==> src/rtl/mult_div_sequencer_pkg.sv <==
`default_nettype none
// ============================================================================
//  Module      : mult_div_sequencer_pkg
//  Description : Shared definitions for the HI/LO multiply/divide sequencer:
//                R-type funct codes, FSM state encoding and step count.
//  Revision    : 1.0  initial release
// ============================================================================
package mult_div_sequencer_pkg;

  // R-type funct codes handled by (or related to) the HI/LO unit
  localparam logic [5:0] FUNCT_MFHI  = 6'b010000;
  localparam logic [5:0] FUNCT_MTHI  = 6'b010001;
  localparam logic [5:0] FUNCT_MFLO  = 6'b010010;
  localparam logic [5:0] FUNCT_MTLO  = 6'b010011;
  localparam logic [5:0] FUNCT_MULT  = 6'b011000;
  localparam logic [5:0] FUNCT_MULTU = 6'b011001;
  localparam logic [5:0] FUNCT_DIV   = 6'b011010;
  localparam logic [5:0] FUNCT_DIVU  = 6'b011011;

  // One iteration per operand bit
  localparam int STEP_COUNT = 32;
  localparam int CNT_W      = 5;

  typedef enum logic [1:0] {
    ST_IDLE = 2'd0,
    ST_CALC = 2'd1,
    ST_FIX  = 2'd2
  } state_e;

endpackage : mult_div_sequencer_pkg
`default_nettype wire

==> src/rtl/mult_div_sequencer_iter.sv <==
`default_nettype none
// ============================================================================
//  Module      : mult_div_iter
//  Description : One combinational iteration of the sequencer datapath.
//                Multiply: radix-2 shift-add, accumulator = {partial, multiplier}.
//                Divide  : restoring step, accumulator = {remainder, quotient}.
//                The divide path exists only when MULT_DIV_DIVIDE_EN is defined.
//  Revision    : 1.0  initial release
// ============================================================================
module mult_div_iter #(
  parameter int NBITS = 32
) (
`ifdef MULT_DIV_DIVIDE_EN
  input  logic                 i_op_div,
`endif
  input  logic [2*NBITS-1:0]   i_acc,
  input  logic [NBITS-1:0]     i_operand,
  output logic [2*NBITS-1:0]   o_acc
);

  logic [NBITS:0]   w_sum;
`ifdef MULT_DIV_DIVIDE_EN
  logic [NBITS:0]   w_part;
  logic             w_ge;
  logic [NBITS-1:0] w_diff;
`endif

  // Single step: add-and-shift-right for multiply, shift-and-subtract for divide
  always_comb begin
    w_sum = {1'b0, i_acc[2*NBITS-1:NBITS]} + (i_acc[0] ? {1'b0, i_operand} : '0);
    o_acc = {w_sum, i_acc[NBITS-1:1]};
`ifdef MULT_DIV_DIVIDE_EN
    // Remainder stays below the divisor, so the difference always fits NBITS
    w_part = {i_acc[2*NBITS-1:NBITS], i_acc[NBITS-1]};
    w_ge   = (w_part >= {1'b0, i_operand});
    w_diff = w_part[NBITS-1:0] - i_operand;
    if (i_op_div) begin
      o_acc = {(w_ge ? w_diff : w_part[NBITS-1:0]), i_acc[NBITS-2:0], w_ge};
    end
`endif
  end

endmodule : mult_div_iter
`default_nettype wire

==> src/rtl/mult_div_sequencer.sv <==
`default_nettype none
// ============================================================================
//  Module      : mult_div_sequencer
//  Description : Multi-cycle MULT/MULTU/DIV/DIVU sequencer owning HI/LO.
//                Operands are reduced to magnitudes on start, iterated for 32
//                cycles, then signs are applied in FIX and HI/LO written.
//                Optional macro MULT_DIV_DIVIDE_EN enables DIV/DIVU.
//  Revision    : 1.0  initial release
// ============================================================================
module mult_div_sequencer
  import mult_div_sequencer_pkg::*;
#(
  parameter int NBITS  = 32,
  parameter int ANBITS = 6
) (
  input  logic              i_clk,
  input  logic              i_rst_n,
  input  logic              i_start,
  input  logic [ANBITS-1:0] i_Funct,
  input  logic [NBITS-1:0]  i_rs_data,
  input  logic [NBITS-1:0]  i_rt_data,
  input  logic              i_mthi,
  input  logic              i_mtlo,
  input  logic              i_flush,
  output logic              o_busy,
  output logic              o_done,
  output logic [NBITS-1:0]  o_hi,
  output logic [NBITS-1:0]  o_lo
);

  state_e                 state_q, state_d;
  logic [CNT_W-1:0]       cnt_q, cnt_d;
  logic [2*NBITS-1:0]     acc_q, acc_d;
  logic [NBITS-1:0]       opnd_q, opnd_d;
  logic                   neg_lo_q, neg_lo_d;
  logic [NBITS-1:0]       hi_q, hi_d;
  logic [NBITS-1:0]       lo_q, lo_d;
  logic                   done_q, done_d;

  logic                   w_signed, w_rs_neg, w_rt_neg;
  logic [NBITS-1:0]       w_mag_rs, w_mag_rt;
  logic                   w_is_mult, w_is_div, w_accept;
  logic [2*NBITS-1:0]     w_step, w_prod;

`ifdef MULT_DIV_DIVIDE_EN
  logic                   is_div_q, is_div_d;
  logic                   neg_hi_q, neg_hi_d;
  logic [NBITS-1:0]       w_quot, w_rem;
`endif

  // Operand decode: signed ops have funct[0] clear; work on magnitudes
  always_comb begin
    w_signed  = ~i_Funct[0];
    w_rs_neg  = w_signed & i_rs_data[NBITS-1];
    w_rt_neg  = w_signed & i_rt_data[NBITS-1];
    w_mag_rs  = w_rs_neg ? -i_rs_data : i_rs_data;
    w_mag_rt  = w_rt_neg ? -i_rt_data : i_rt_data;
    w_is_mult = (i_Funct == ANBITS'(FUNCT_MULT)) || (i_Funct == ANBITS'(FUNCT_MULTU));
`ifdef MULT_DIV_DIVIDE_EN
    w_is_div  = (i_Funct == ANBITS'(FUNCT_DIV)) || (i_Funct == ANBITS'(FUNCT_DIVU));
`else
    w_is_div  = 1'b0;
`endif
    // Flush in IDLE squashes the start
    w_accept  = i_start & ~i_flush & (w_is_mult | w_is_div);
  end

  mult_div_iter #(.NBITS(NBITS)) u_iter (
`ifdef MULT_DIV_DIVIDE_EN
    .i_op_div  (is_div_q),
`endif
    .i_acc     (acc_q),
    .i_operand (opnd_q),
    .o_acc     (w_step)
  );

  // Sign fix-up of the final accumulator
  always_comb begin
    w_prod = neg_lo_q ? -acc_q : acc_q;
`ifdef MULT_DIV_DIVIDE_EN
    w_quot = neg_lo_q ? -acc_q[NBITS-1:0] : acc_q[NBITS-1:0];
    w_rem  = neg_hi_q ? -acc_q[2*NBITS-1:NBITS] : acc_q[2*NBITS-1:NBITS];
`endif
  end

  // Next-state, datapath and HI/LO update
  always_comb begin
    state_d  = state_q;
    cnt_d    = cnt_q;
    acc_d    = acc_q;
    opnd_d   = opnd_q;
    neg_lo_d = neg_lo_q;
    hi_d     = hi_q;
    lo_d     = lo_q;
    done_d   = 1'b0;
`ifdef MULT_DIV_DIVIDE_EN
    is_div_d = is_div_q;
    neg_hi_d = neg_hi_q;
`endif
    case (state_q)
      ST_IDLE: begin
        if (i_mthi) hi_d = i_rs_data;
        if (i_mtlo) lo_d = i_rs_data;
        if (w_accept) begin
          state_d  = ST_CALC;
          cnt_d    = '0;
          neg_lo_d = w_rs_neg ^ w_rt_neg;
`ifdef MULT_DIV_DIVIDE_EN
          is_div_d = w_is_div;
          neg_hi_d = w_rs_neg;
          if (w_is_div) begin
            acc_d  = {{NBITS{1'b0}}, w_mag_rs};
            opnd_d = w_mag_rt;
          end else begin
            acc_d  = {{NBITS{1'b0}}, w_mag_rt};
            opnd_d = w_mag_rs;
          end
`else
          acc_d    = {{NBITS{1'b0}}, w_mag_rt};
          opnd_d   = w_mag_rs;
`endif
        end
      end
      ST_CALC: begin
        if (i_flush) begin
          state_d = ST_IDLE;
        end else begin
          acc_d = w_step;
          cnt_d = cnt_q + 1'b1;
          if (cnt_q == CNT_W'(STEP_COUNT - 1)) state_d = ST_FIX;
        end
      end
      ST_FIX: begin
        state_d = ST_IDLE;
        if (!i_flush) begin
          done_d = 1'b1;
`ifdef MULT_DIV_DIVIDE_EN
          if (is_div_q) begin
            hi_d = w_rem;
            lo_d = w_quot;
          end else begin
            hi_d = w_prod[2*NBITS-1:NBITS];
            lo_d = w_prod[NBITS-1:0];
          end
`else
          hi_d = w_prod[2*NBITS-1:NBITS];
          lo_d = w_prod[NBITS-1:0];
`endif
        end
      end
      default: state_d = ST_IDLE;
    endcase
  end

  // State registers with asynchronous clear
  always_ff @(posedge i_clk or negedge i_rst_n) begin
    if (!i_rst_n) begin
      state_q  <= ST_IDLE;
      cnt_q    <= '0;
      acc_q    <= '0;
      opnd_q   <= '0;
      neg_lo_q <= 1'b0;
      hi_q     <= '0;
      lo_q     <= '0;
      done_q   <= 1'b0;
`ifdef MULT_DIV_DIVIDE_EN
      is_div_q <= 1'b0;
      neg_hi_q <= 1'b0;
`endif
    end else begin
      state_q  <= state_d;
      cnt_q    <= cnt_d;
      acc_q    <= acc_d;
      opnd_q   <= opnd_d;
      neg_lo_q <= neg_lo_d;
      hi_q     <= hi_d;
      lo_q     <= lo_d;
      done_q   <= done_d;
`ifdef MULT_DIV_DIVIDE_EN
      is_div_q <= is_div_d;
      neg_hi_q <= neg_hi_d;
`endif
    end
  end

  assign o_busy = (state_q != ST_IDLE);
  assign o_done = done_q;
  assign o_hi   = hi_q;
  assign o_lo   = lo_q;

endmodule : mult_div_sequencer
`default_nettype wire

==> config.mk <==
export PLATFORM = sky130hd
export DESIGN_NAME = mult_div_sequencer
export DESIGN_NICKNAME = d
export VERILOG_FILES = /design/src/rtl/mult_div_sequencer_pkg.sv /design/src/rtl/mult_div_sequencer_iter.sv /design/src/rtl/mult_div_sequencer.sv
export SDC_FILE = /design/constraint.sdc
export NUM_CORES = 1
export LEC_CHECK = 0
export ABC_AREA = 1
export BUFFER_PORTS_ARGS = -buffer_cell sky130_fd_sc_hd__buf_2
export CORE_MARGIN = 4
export CORE_UTILIZATION = 60
export DETAILED_ROUTE_END_ITERATION = 16
export PLACE_DENSITY = 0.81
export SLEW_MARGIN = 20
export SYNTH_ARGS = -nofsm -noshare
export SYNTH_HDL_FRONTEND = slang
export SYNTH_SLANG_ARGS = --single-unit
==> constraint.sdc <==
create_clock -name i_clk -period 3 [get_ports i_clk]
set_input_delay 0.3 -clock i_clk [delete_from_list [all_inputs] [get_ports i_clk]]
set_output_delay 0.3 -clock i_clk [all_outputs]
set_load 0.01 [all_outputs]
==> qor.yml <==
timing:
  worstMarginPinSlew_ns: 0.8350
  skew_ns: 0.01413
  max_freq_mhz: 387.9
  slew_violations: 0
  period_share_pct: 85.93
  finalHoldViolations: 0
  setup_viol: 0
  min_period_ns: 2.578
  rsz0062_at_grt: "no"
  slew_headroom_pct: 44.25
  finalSetupTns_ns: 0
  layout_setup_ws_ns: 0.4221
floorplan:
  dieArea_sq_um: 24590
  fp.dieW_um: 156.8
  rows: 54
  start_util_pct: 60.89
  die-height_um: 156.8
  io_pins: 142
  core_sq_um: 21820
route:
  drc: 0
  vias: 15290
  wl_per_cell_um: 19.84
  first_iter_violations: 1996
  viasPerCell: 5.970
  wirelength_um: 50800
  antenna_left: 0
  firstDrtPassIters: 6
place:
  detailedPlacementHpwl_um: 39430
  port-buffer-count: 141
  pre_cts_slack_ns: 0.4956
  gp_congestion: 1.013
setup_path:
  rrSetupSlack_ns: 0.42
  critPathKind: "reg2reg"
  cpPeakStageDelay_ns: 0.43
  crit_buf_inv: 2
  start_kind: "flip-flop"
  path_cells: "buf_4 -> nand2_1 -> inv_1 -> ha_1 -> a21oi_1 -> o21ai_0 -> a21oi_1 -> nor2_1 -> nor2_1 -> nand2_1 -> nand2_1 -> o21ai_0"
  cp.required_ns: 3.33
  crit_top_cell: "nand2_1"
  crit_fanout: 30
  critPathSlowestCell: "dfrtp_1"
  end_kind: "flip-flop"
  path_delay_family: "compound AO/OA/AOI/OAI gates"
  cp.arrival_ns: 2.91
synthesis:
  ys_seq_elements: 169
  netlist_top_cells_area: "dfrtp_1 32%, nand2_1 17%, nor2_1 11%"
  synth_top_area_share_pct: 31.83
  synth_top_flop_cell: "dfrtp_1"
  ys_types: 48
  avgSynthCellArea_sq_um: 6.177
  yosysSeqAreaShare_pct: 31.83
  async_flop_share_pct: 100.0
  synth_edf_count: 0
  synth_warnings: 0
  netlist_area_sq_um: 13290
  synth_area_leader_cell: "dfrtp_1"
  synthCells: 2151
  syn-num-nets: 2265
global_route:
  first_global_vias: 14220
  grt_usage_pct: 41.06
  grt_max_degree: 78
  grt_util_met1_pct: 50.74
  grt_first_pass_wirelength_um: 77230
  grt.busiest_layer: "met2"
  use_met3_pct: 8.822
  gr-total-overflow: 0
  grtUsageMet2_pct: 65.15
  antenna_found_initial: 1
job:
  drv_cap: 0
clock_network:
  clockRootBuffer: "clkbuf_16"
  cts_resized: 0
  clock_sinks: 169
  cts_setup_buffers: 0
  numCtsBuffers: 17
  clk_latency_ns: 0.46
  cts_buffer_depth: 2
  postCtsHoldBufs: 1
  cts_max_level: 4
  path_clk_slew_ns: 0.09
  cts_tree: "yes"
layout:
  mostFrequentLayoutCells: "598 x nand2_1, 381 x nor2_1, 223 x inv_1"
  area_delta_synth_final_pct: 11.95
  multi_input_area_sq_um: 7891
  fillers: 1985
  seqCellArea_sq_um: 4230
  nets: 2381
  layout_commonest_cell: "nand2_1"
  drive_above_1_share_pct: 10.79
power_and_ir_drop:
  power_density_nw_per_um2: 529.0
  leakagePower_nw: 7.470
  ir_worst_vdd_mv: 0.3790
status:
  status: "finished, final reports clean"
hold_path:
  hold_class: "in2reg"
power by group:
part           internal, mW  switching, mW  leakage [nW]
clock                  1.14           1.23         0.298
combinational         0.754           1.62          5.10
sequential             2.62          0.505          2.07
sequential cells by signal, indices dropped and copies added, names as in the netlist:
name      flops
cnt_q         5
neg_lo_q      1
acc_q        64
state_q       2
o_hi         32
opnd_q       32
o_lo         32
o_done        1
cells by family after synthesis:
| family | count (synthesis) | share of synthesized area (%) |
|---|---|---|
| DFF | 169 | 31.83 |
| adders and majority gates | 38 | 3.635 |
| xor gates and xnor gates | 29 | 1.912 |
| buffers and inverters | 300 | 8.861 |
| AOI/OAI and AO/OA | 368 | 14.87 |
| and+or+nand+nor | 1247 | 38.90 |
metal layers:
| layer | share of wire (%) | up-vias |
|---|---|---|
| li1 | - | 7173 |
| met1 | 37 | 6983 |
| met2 | 46 | 939 |
| met3 | 9.5 | 195 |
| met4 | 7.6 | 0 |
| met5 | 0 | - |
synthesized netlist by cell type (all sizes together) (2+ instances only):
cell,instances
a31oi,8
nand2,605
dfrtp,169
o21bai,2
nor3,23
a21boi,2
o21a,2
clkinv,2
clkbuf,28
nand3b,13
ha,37
o221ai,2
o22ai,4
o21ai,168
nand3,173
or2,7
nor4,2
nand4,25
a22o,2
a22oi,4
o211ai,7
inv,235
a21oi,163
xnor2,3
xor2,26
buf,35
nor2,397
layout make-up:
cell class	instances	area share [%]
Antenna cell	1	0.01682
Clock buffer	17	2.860
Clock inverter	15	1.287
Inverter	237	5.980
Multi-Input combinational cell	1682	53.05
Sequential cell	169	28.44
Tap cell	280	2.355
Timing Repair Buffer	160	6.014
path summary, 6_finish.rpt:
kind / startpoint / end / cells after the start
min in group asynchronous: i_rst_n / acc_q[61] / 2
worst min register to register: o_lo[8] / o_lo[8] / 2
max in group asynchronous: i_rst_n / neg_lo_q / 3
worst min-delay path: i_rs_data[0] / o_lo[0] / 3
worst max-delay path: acc_q[0] / acc_q[63] / 12
worst max register to register: acc_q[0] / acc_q[63] / 12
stage by stage:
step / cells / util (%) / hold WS, ns / area [sq um] / power, mW
finish: 2561 / 68.16 / 0.1073 / 14880 / 7.869
global route: 2560 / 68.15 / 0.1040 / 14870 / 8.231
CTS: 2560 / 68.15 / 0.09960 / 14870 / 7.770
detailed placement: 2527 / 65.28 / 0.3356 / 14250 / 5.436
global placement: 2527 / 65.28 / 0.3200 / 14250 / 5.382
floorplan: 2151 / - / 0.004409 / 13290 / 4.533
worst min-delay path, stage by stage:
cell and delay, ns:
buf_2 0.12, nand2_1 0.06, a31oi_1 0.06
Power figures use the tool's default switching activity.
